**src/rtl/mem_arbiter_pkg.sv**
```systemverilog
// Shared types and defaults for the instruction/data memory arbiter.
// Holds the state encoding and the counter-width helper used by the top and its timer.
package mem_arbiter_pkg;

  localparam int XLEN_DEF         = 32;
  localparam int STARVE_LIMIT_DEF = 4;
  localparam int TIMEOUT_CYC_DEF  = 64;

  typedef enum logic [1:0] {
    ARB_IDLE    = 2'd0,
    ARB_BUSY_IF = 2'd1,
    ARB_BUSY_D  = 2'd2
  } arb_state_e;

  // Bits needed to hold 0..n-1; never narrower than one bit.
  function automatic int cnt_width(input int n);
    return (n <= 2) ? 1 : $clog2(n);
  endfunction

endpackage

```
**src/rtl/bus_timeout_cnt.sv**
```systemverilog
// Counts cycles while a memory command is outstanding and flags the last allowed cycle.
// Holds at the limit instead of wrapping so a stuck enable cannot re-arm itself.
module bus_timeout_cnt
  import mem_arbiter_pkg::*;
#(
  parameter int LIMIT = TIMEOUT_CYC_DEF
) (
  input  logic clk_i,
  input  logic rst_i,
  input  logic clear_i,
  input  logic en_i,
  output logic expired_o
);

  localparam int W = cnt_width(LIMIT);
  localparam logic [W-1:0] LAST = W'(LIMIT - 1);

  logic [W-1:0] count_q;
  logic [W-1:0] count_d;

  always_comb begin
    count_d = count_q;
    if (clear_i) begin
      count_d = '0;
    end else if (en_i && (count_q != LAST)) begin
      count_d = count_q + W'(1);
    end
  end

  always_ff @(posedge clk_i) begin
    if (rst_i) begin
      count_q <= '0;
    end else begin
      count_q <= count_d;
    end
  end

  assign expired_o = en_i && (count_q == LAST);

endmodule

```
**src/rtl/mem_arbiter.sv**
```systemverilog
// Shares one single-port memory between the fetch and data ports, one command in flight.
// Data wins arbitration unless a waiting fetch has been passed over STARVE_LIMIT times in a row.
module mem_arbiter
  import mem_arbiter_pkg::*;
#(
  parameter int XLEN         = XLEN_DEF,
  parameter int STARVE_LIMIT = STARVE_LIMIT_DEF,
  parameter int TIMEOUT_CYC  = TIMEOUT_CYC_DEF
) (
  input  logic            clk_i,
  input  logic            rst_i,
  input  logic            if_req_i,
  input  logic [XLEN-1:0] if_addr_i,
  output logic [XLEN-1:0] if_rdata_o,
  output logic            if_rvalid_o,
  output logic            if_stall_o,
  input  logic            d_req_i,
  input  logic            d_we_i,
  input  logic [XLEN-1:0] d_addr_i,
  input  logic [XLEN-1:0] d_wdata_i,
  output logic [XLEN-1:0] d_rdata_o,
  output logic            d_rvalid_o,
  output logic            d_stall_o,
  output logic            mem_req_o,
  output logic            mem_we_o,
  output logic [XLEN-1:0] mem_addr_o,
  output logic [XLEN-1:0] mem_wdata_o,
  input  logic [XLEN-1:0] mem_rdata_i,
  input  logic            mem_rvalid_i,
  output logic            err_o
);

  localparam int SW = cnt_width(STARVE_LIMIT + 1);
  localparam logic [SW-1:0] STREAK_MAX = SW'(STARVE_LIMIT);

  arb_state_e      state_q, state_d;
  logic [SW-1:0]   streak_q, streak_d;
  logic            mem_req_q, mem_req_d;
  logic            mem_we_q, mem_we_d;
  logic [XLEN-1:0] mem_addr_q, mem_addr_d;
  logic [XLEN-1:0] mem_wdata_q, mem_wdata_d;

  logic busy;
  logic accept;
  logic expired;
  logic resp_done;
  logic grant_d;
  logic grant_if;

  // A response is only taken after the command strobe cycle; reset masks any late answer.
  assign busy      = (state_q != ARB_IDLE);
  assign accept    = busy && !mem_req_q && !rst_i;
  assign resp_done = accept && (mem_rvalid_i || expired);

  bus_timeout_cnt #(
    .LIMIT(TIMEOUT_CYC)
  ) u_timeout (
    .clk_i    (clk_i),
    .rst_i    (rst_i),
    .clear_i  (!busy),
    .en_i     (busy),
    .expired_o(expired)
  );

  always_comb begin
    state_d     = state_q;
    streak_d    = streak_q;
    mem_req_d   = 1'b0;
    mem_we_d    = mem_we_q;
    mem_addr_d  = mem_addr_q;
    mem_wdata_d = mem_wdata_q;
    grant_d     = 1'b0;
    grant_if    = 1'b0;
    case (state_q)
      ARB_IDLE: begin
        grant_d  = d_req_i && (!if_req_i || (streak_q < STREAK_MAX));
        grant_if = if_req_i && !grant_d;
        if (grant_d) begin
          state_d     = ARB_BUSY_D;
          mem_req_d   = 1'b1;
          mem_we_d    = d_we_i;
          mem_addr_d  = d_addr_i;
          mem_wdata_d = d_wdata_i;
          // Only grants that bypass a waiting fetch count toward starvation.
          if (!if_req_i) begin
            streak_d = '0;
          end else if (streak_q != STREAK_MAX) begin
            streak_d = streak_q + SW'(1);
          end
        end else if (grant_if) begin
          state_d    = ARB_BUSY_IF;
          mem_req_d  = 1'b1;
          mem_we_d   = 1'b0;
          mem_addr_d = if_addr_i;
          streak_d   = '0;
        end
      end
      ARB_BUSY_IF, ARB_BUSY_D: begin
        if (resp_done) begin
          state_d = ARB_IDLE;
        end
      end
      default: begin
        state_d = ARB_IDLE;
      end
    endcase
  end

  always_ff @(posedge clk_i) begin
    if (rst_i) begin
      state_q     <= ARB_IDLE;
      streak_q    <= '0;
      mem_req_q   <= 1'b0;
      mem_we_q    <= 1'b0;
      mem_addr_q  <= '0;
      mem_wdata_q <= '0;
    end else begin
      state_q     <= state_d;
      streak_q    <= streak_d;
      mem_req_q   <= mem_req_d;
      mem_we_q    <= mem_we_d;
      mem_addr_q  <= mem_addr_d;
      mem_wdata_q <= mem_wdata_d;
    end
  end

  assign if_rvalid_o = resp_done && (state_q == ARB_BUSY_IF);
  assign d_rvalid_o  = resp_done && (state_q == ARB_BUSY_D);

  // Timeout completions carry zero data; err_o only when the memory stayed silent.
  assign if_rdata_o = (if_rvalid_o && mem_rvalid_i) ? mem_rdata_i : '0;
  assign d_rdata_o  = (d_rvalid_o && mem_rvalid_i) ? mem_rdata_i : '0;
  assign err_o      = resp_done && !mem_rvalid_i;

  assign if_stall_o = if_req_i && !if_rvalid_o;
  assign d_stall_o  = d_req_i && !d_rvalid_o;

  assign mem_req_o   = mem_req_q;
  assign mem_we_o    = mem_we_q;
  assign mem_addr_o  = mem_addr_q;
  assign mem_wdata_o = mem_wdata_q;

endmodule

```
**config.mk**
```make
export PLATFORM = sky130hd
export DESIGN_NAME = mem_arbiter
export DESIGN_NICKNAME = d
export VERILOG_FILES = /design/src/rtl/mem_arbiter_pkg.sv /design/src/rtl/bus_timeout_cnt.sv /design/src/rtl/mem_arbiter.sv
export SDC_FILE = /design/constraint.sdc
export NUM_CORES = 1
export LEC_CHECK = 0
export CAP_MARGIN = 20
export CORE_ASPECT_RATIO = 0.5
export CORE_MARGIN = 10
export CORE_UTILIZATION = 45
export DETAILED_ROUTE_END_ITERATION = 7
export DONT_BUFFER_PORTS = 1
export SYNTH_ARGS = -nofsm -noshare
export SYNTH_HDL_FRONTEND = slang
export SYNTH_SLANG_ARGS = --single-unit
export TNS_END_PERCENT = 10
```
**constraint.sdc**
```tcl
create_clock -name clk_i -period 2.6 [get_ports clk_i]
set_input_delay 0.39 -clock clk_i [delete_from_list [all_inputs] [get_ports clk_i]]
set_output_delay 0.39 -clock clk_i [all_outputs]
set_load 0.02 [all_outputs]
```
==> qor.tcl <==
set qor(synthFlopType) {sky130_fd_sc_hd__dfxtp_1}
set qor(yosys_warnings) 0
set qor(powerDensity_mw_per_mm2) 958
set qor(top_level_ports) 269
set qor(drt_first_pass_iters) 5
set qor(p_clk_frac) 0.323
set qor(core.rowCount) 23
set qor(final_nets) 608
set qor(grt_max_degree) 78
set qor(synthesis.area_sq_mm) 0.00389
set qor(fin_hold_ws_ns) 0.138
set qor(clk_transition_reported_paths_ns) 0.06
set qor(die_height_um) 85.7
set qor(grt_first_pass_wirelength_mm) 19.7
set qor(slew_viol_final) 0
set qor(synth_top_area_cell) {sky130_fd_sc_hd__dfxtp_1}
set qor(design.core.area_sq_mm) 0.00820
set qor(htree_num_levels) 3
set qor(finalSetupViolCount) 0
set qor(max_buffers_root_to_sink) 2
set qor(routed-via-count) 3399
set qor(vias_per_cell) 5.82
set qor(detailedPlacementHpwl_mm) 9.95
set qor(synth_top_cells_by_count) {sky130_fd_sc_hd__dfxtp_1, sky130_fd_sc_hd__and2_1, sky130_fd_sc_hd__nand2_1}
set qor(unrepaired_setup_endpoints_after_global_routing) {false}
set qor(path_max_fanout) 7
set qor(seqPwrFrac) 0.452
set qor(synthAdderAreaFrac) 0.0193
set qor(totalNegativeSetupSlack_ns) 0
set qor(internal-power_w) 0.00261
set qor(worst_setup_path_end_kind) {primary output}
set qor(place_congestion) 0.852
set qor(worstReg2RegStart) {state_q[0]}
set qor(clock_tree_from_tritoncts) {done}
set qor(floorplan.initialDensity) 0.474
set qor(clkLatencyLatePin_ns) 0.33
set qor(post_synth_inst_count) 483
set qor(total_switching_power_w) 0.00148
set qor(timing_worst_setup_path_type) {reg2out}
set qor(synthesis.area_per_instance_sq_um) 8.05
set qor(period_needed_ns) 2.41
set qor(whs_endpoint) {mem_addr_o[17]}
set qor(synth_compound_gate_area_share) 0.214
set qor(maxClockFrequency_mhz) 415
set qor(yosysUniqueCellTypes) 41
set qor(hold-path-cell-count) 1
set qor(synth.yosys.seq_area_share) 0.396
set qor(first_global_vias) 3352
set qor(portion_of_synthesized_cell_area_occupied_by_the_leading_cell_type) 0.396
set qor(chipWidth_um) 151
set qor(synth-seq-cells) 77
set qor(drt-total-wl_mm) 13.3
set qor(finalHoldViolations) 0
set qor(postSynthNetCount) 623
set qor(yosysMostFrequentCell) {sky130_fd_sc_hd__dfxtp_1}
set qor(holdBufCountCts) 0
set qor(cts_root_buf) {sky130_fd_sc_hd__clkbuf_16}
set qor(grt_overflow) 0
set qor(synth_simple_gate_area_frac) 0.305
set qor(comb_power_share) 0.225
set qor(critical_path.reg2reg.endpoint) {mem_addr_o[27]}
set qor(finalInstanceArea_sq_mm) 0.00427
set qor(crit_path_start_kind) {flip-flop}
set qor(dominant_combinational_cell_family_by_area_after_synthesis) {simple AND/OR/NAND/NOR gates}
set qor(worstPathArrival_ns) 2.02
set qor(post-route-period-util) 0.927
set qor(clock_sinks) 77
set qor(detail_route.wl_per_cell_um) 22.7
set qor(nFillCells) 785
set qor(tritoncts.num_buffers) 9
set qor(timing.hold.worst.start) {rst_i}
set qor(antenna_found_initial) 0
set qor(synth-xor-area-share) 0
set qor(drive_gt1_frac) 0.114
set qor(dpl-instance-area_sq_mm) 0.00395
set qor(synth-edff-count) 0
set qor(drc_errors) 0
set qor(areaGrowthSynthToFinish_pct) 9.85
set qor(synth_async_sr_flop_share) 0
set qor(hp-class) {in2reg}
set qor(dieArea_sq_mm) 0.0130
set qor(cts_setup_buffers) 0
set qor(worst_reg_to_reg_cells) 6
set qor(cp-startpoint) {state_q[0]}
set qor(status) {finished, final reports clean}
set qor(post_cts.resized_instances) 0
set qor(worst-r2r-setup-slack_ns) 0.73
set qor(synth_area_leaders) {sky130_fd_sc_hd__dfxtp_1, sky130_fd_sc_hd__and2_1, sky130_fd_sc_hd__nand2_1}
set qor(skew_ns) 0.00675
set qor(post-route-util) 0.521
set qor(max_slew.worst_pin.slew_ns) 0.555
set qor(route.antenna.remaining_nets) 0
set qor(yosys-mux-area-fraction) 0
set qor(power_switching_share) 0.362
set qor(leakage_nw) 1.64
set qor(ir_worst_vdd_mv) 0.536
set qor(diodes) 0
set qor(global_route.usage.total) 0.189
set qor(worst-endpoint-required_ns) 2.21
set qor(max-cap-violations) 0
set qor(portBuffers) 0
set qor(slew_headroom) 0.630
set qor(initial_drc_count) 207
-- worst max path at each step --
stage | endpoint | slack (ns) | depth (start not counted)
2_1_floorplan | err_o | 0.43 | 5
3_3_place_gp | d_rvalid_o | 0.54 | 5
3_5_place_dp | d_rvalid_o | 0.49 | 5
4_1_cts | d_stall_o | 0.13 | 6
5_1_grt | d_stall_o | 0.07 | 6
6_report | d_stall_o | 0.19 | 6
-- per-layer routing --
metal / up-vias / global-route usage / wire length (um) / part of all wire
li1: 1654 / - / - / -
met1: 1597 / 0.203 / 4800 / 0.36
met2: 138 / 0.330 / 6750 / 0.51
met3: 10 / 0.0917 / 1600 / 0.12
met4: 0 / 0.0417 / 102 / 0.0077
met5: - / 0 / 0 / 0
-- power by group through the flow --
stage               clock [W]  combinational [W]  sequential, W
CTS                   0.00135           0.000921        0.00186
detailed placement          0           0.000920        0.00188
floorplan                   0           0.000782        0.00180
global route          0.00141            0.00105        0.00188
finish                0.00132           0.000922        0.00185
global placement            0           0.000908        0.00188
-- cells by family (layout without fill, tap and decap cells) --
| logic type | count (synthesis) | count (layout) |
|---|---|---|
| adder cells (fa/ha/maj) | 6 | 6 |
| buffers and inverters | 48 | 37 |
| AND/OR/NAND/NOR | 232 | 232 |
| AO/OA/AOI/OAI | 120 | 120 |
| flip-flops | 77 | 77 |
-- registers in the layout, summed over array words and instances, names as in the netlist --
| register | cells |
|---|---|
| mem_we_o | 1 |
| mem_wdata_o | 32 |
| state_q | 2 |
| streak_q | 3 |
| u_timeout.count_q | 6 |
| mem_addr_o | 32 |
| mem_req_o | 1 |
-- layout make-up --
class | count | area, sq um | area share
Inverter | 6 | 22.5 | 0.00527
Timing Repair Buffer | 16 | 149 | 0.0349
Tap cell | 112 | 140 | 0.0328
Clock inverter | 4 | 72.6 | 0.0170
Sequential cell | 77 | 1540 | 0.361
Multi-Input combinational cell | 358 | 2100 | 0.492
Clock buffer | 11 | 243 | 0.0568
-- worst max-delay path: stages, from the launching register on --
cell and delay (ns):
sky130_fd_sc_hd__dfxtp_1 0.37, sky130_fd_sc_hd__inv_1 0.08, sky130_fd_sc_hd__ha_2 0.23, sky130_fd_sc_hd__or4b_1 0.57, sky130_fd_sc_hd__o21ai_1 0.15, sky130_fd_sc_hd__a21boi_0 0.12, sky130_fd_sc_hd__buf_4 0.17
-- metrics by stage --
step                instances  setup WS, ns  total power (W)
floorplan                 483         0.427          0.00258
global placement          569         0.540          0.00279
detailed placement        569         0.486          0.00280
CTS                       584         0.128          0.00413
global route              584        0.0688          0.00434
finish                    584         0.189          0.00409
-- cell usage in the layout, fill, tap and decap left out, types with 2 or more instances in the layout --
master                      Yosys  layout
sky130_fd_sc_hd__dfxtp_1       77      77
sky130_fd_sc_hd__and2_1        66      66
sky130_fd_sc_hd__nand2_1       57      57
sky130_fd_sc_hd__nor2_1        39      39
sky130_fd_sc_hd__nand3_1       36      36
sky130_fd_sc_hd__o21ai_0       36      36
sky130_fd_sc_hd__a21oi_1       35      35
sky130_fd_sc_hd__a311oi_1      22      22
sky130_fd_sc_hd__buf_4         12      13
sky130_fd_sc_hd__nand2_2       10      10
sky130_fd_sc_hd__a311oi_2      10      10
sky130_fd_sc_hd__clkbuf_16      0       9
sky130_fd_sc_hd__inv_1          6       6
sky130_fd_sc_hd__ha_1           6       5
sky130_fd_sc_hd__nor3_1         4       4
sky130_fd_sc_hd__and3_1         4       4
sky130_fd_sc_hd__o211ai_1       4       4
sky130_fd_sc_hd__nand4b_1       2       2
sky130_fd_sc_hd__a21boi_0       2       2
sky130_fd_sc_hd__and3b_1        2       2
sky130_fd_sc_hd__nor2b_1        2       2
sky130_fd_sc_hd__a22oi_1        2       2
sky130_fd_sc_hd__nand4_1        2       2
sky130_fd_sc_hd__a31oi_1        2       2
sky130_fd_sc_hd__bufinv_16      0       2
sky130_fd_sc_hd__buf_12         0       2
(Power assumes the default switching activity.)
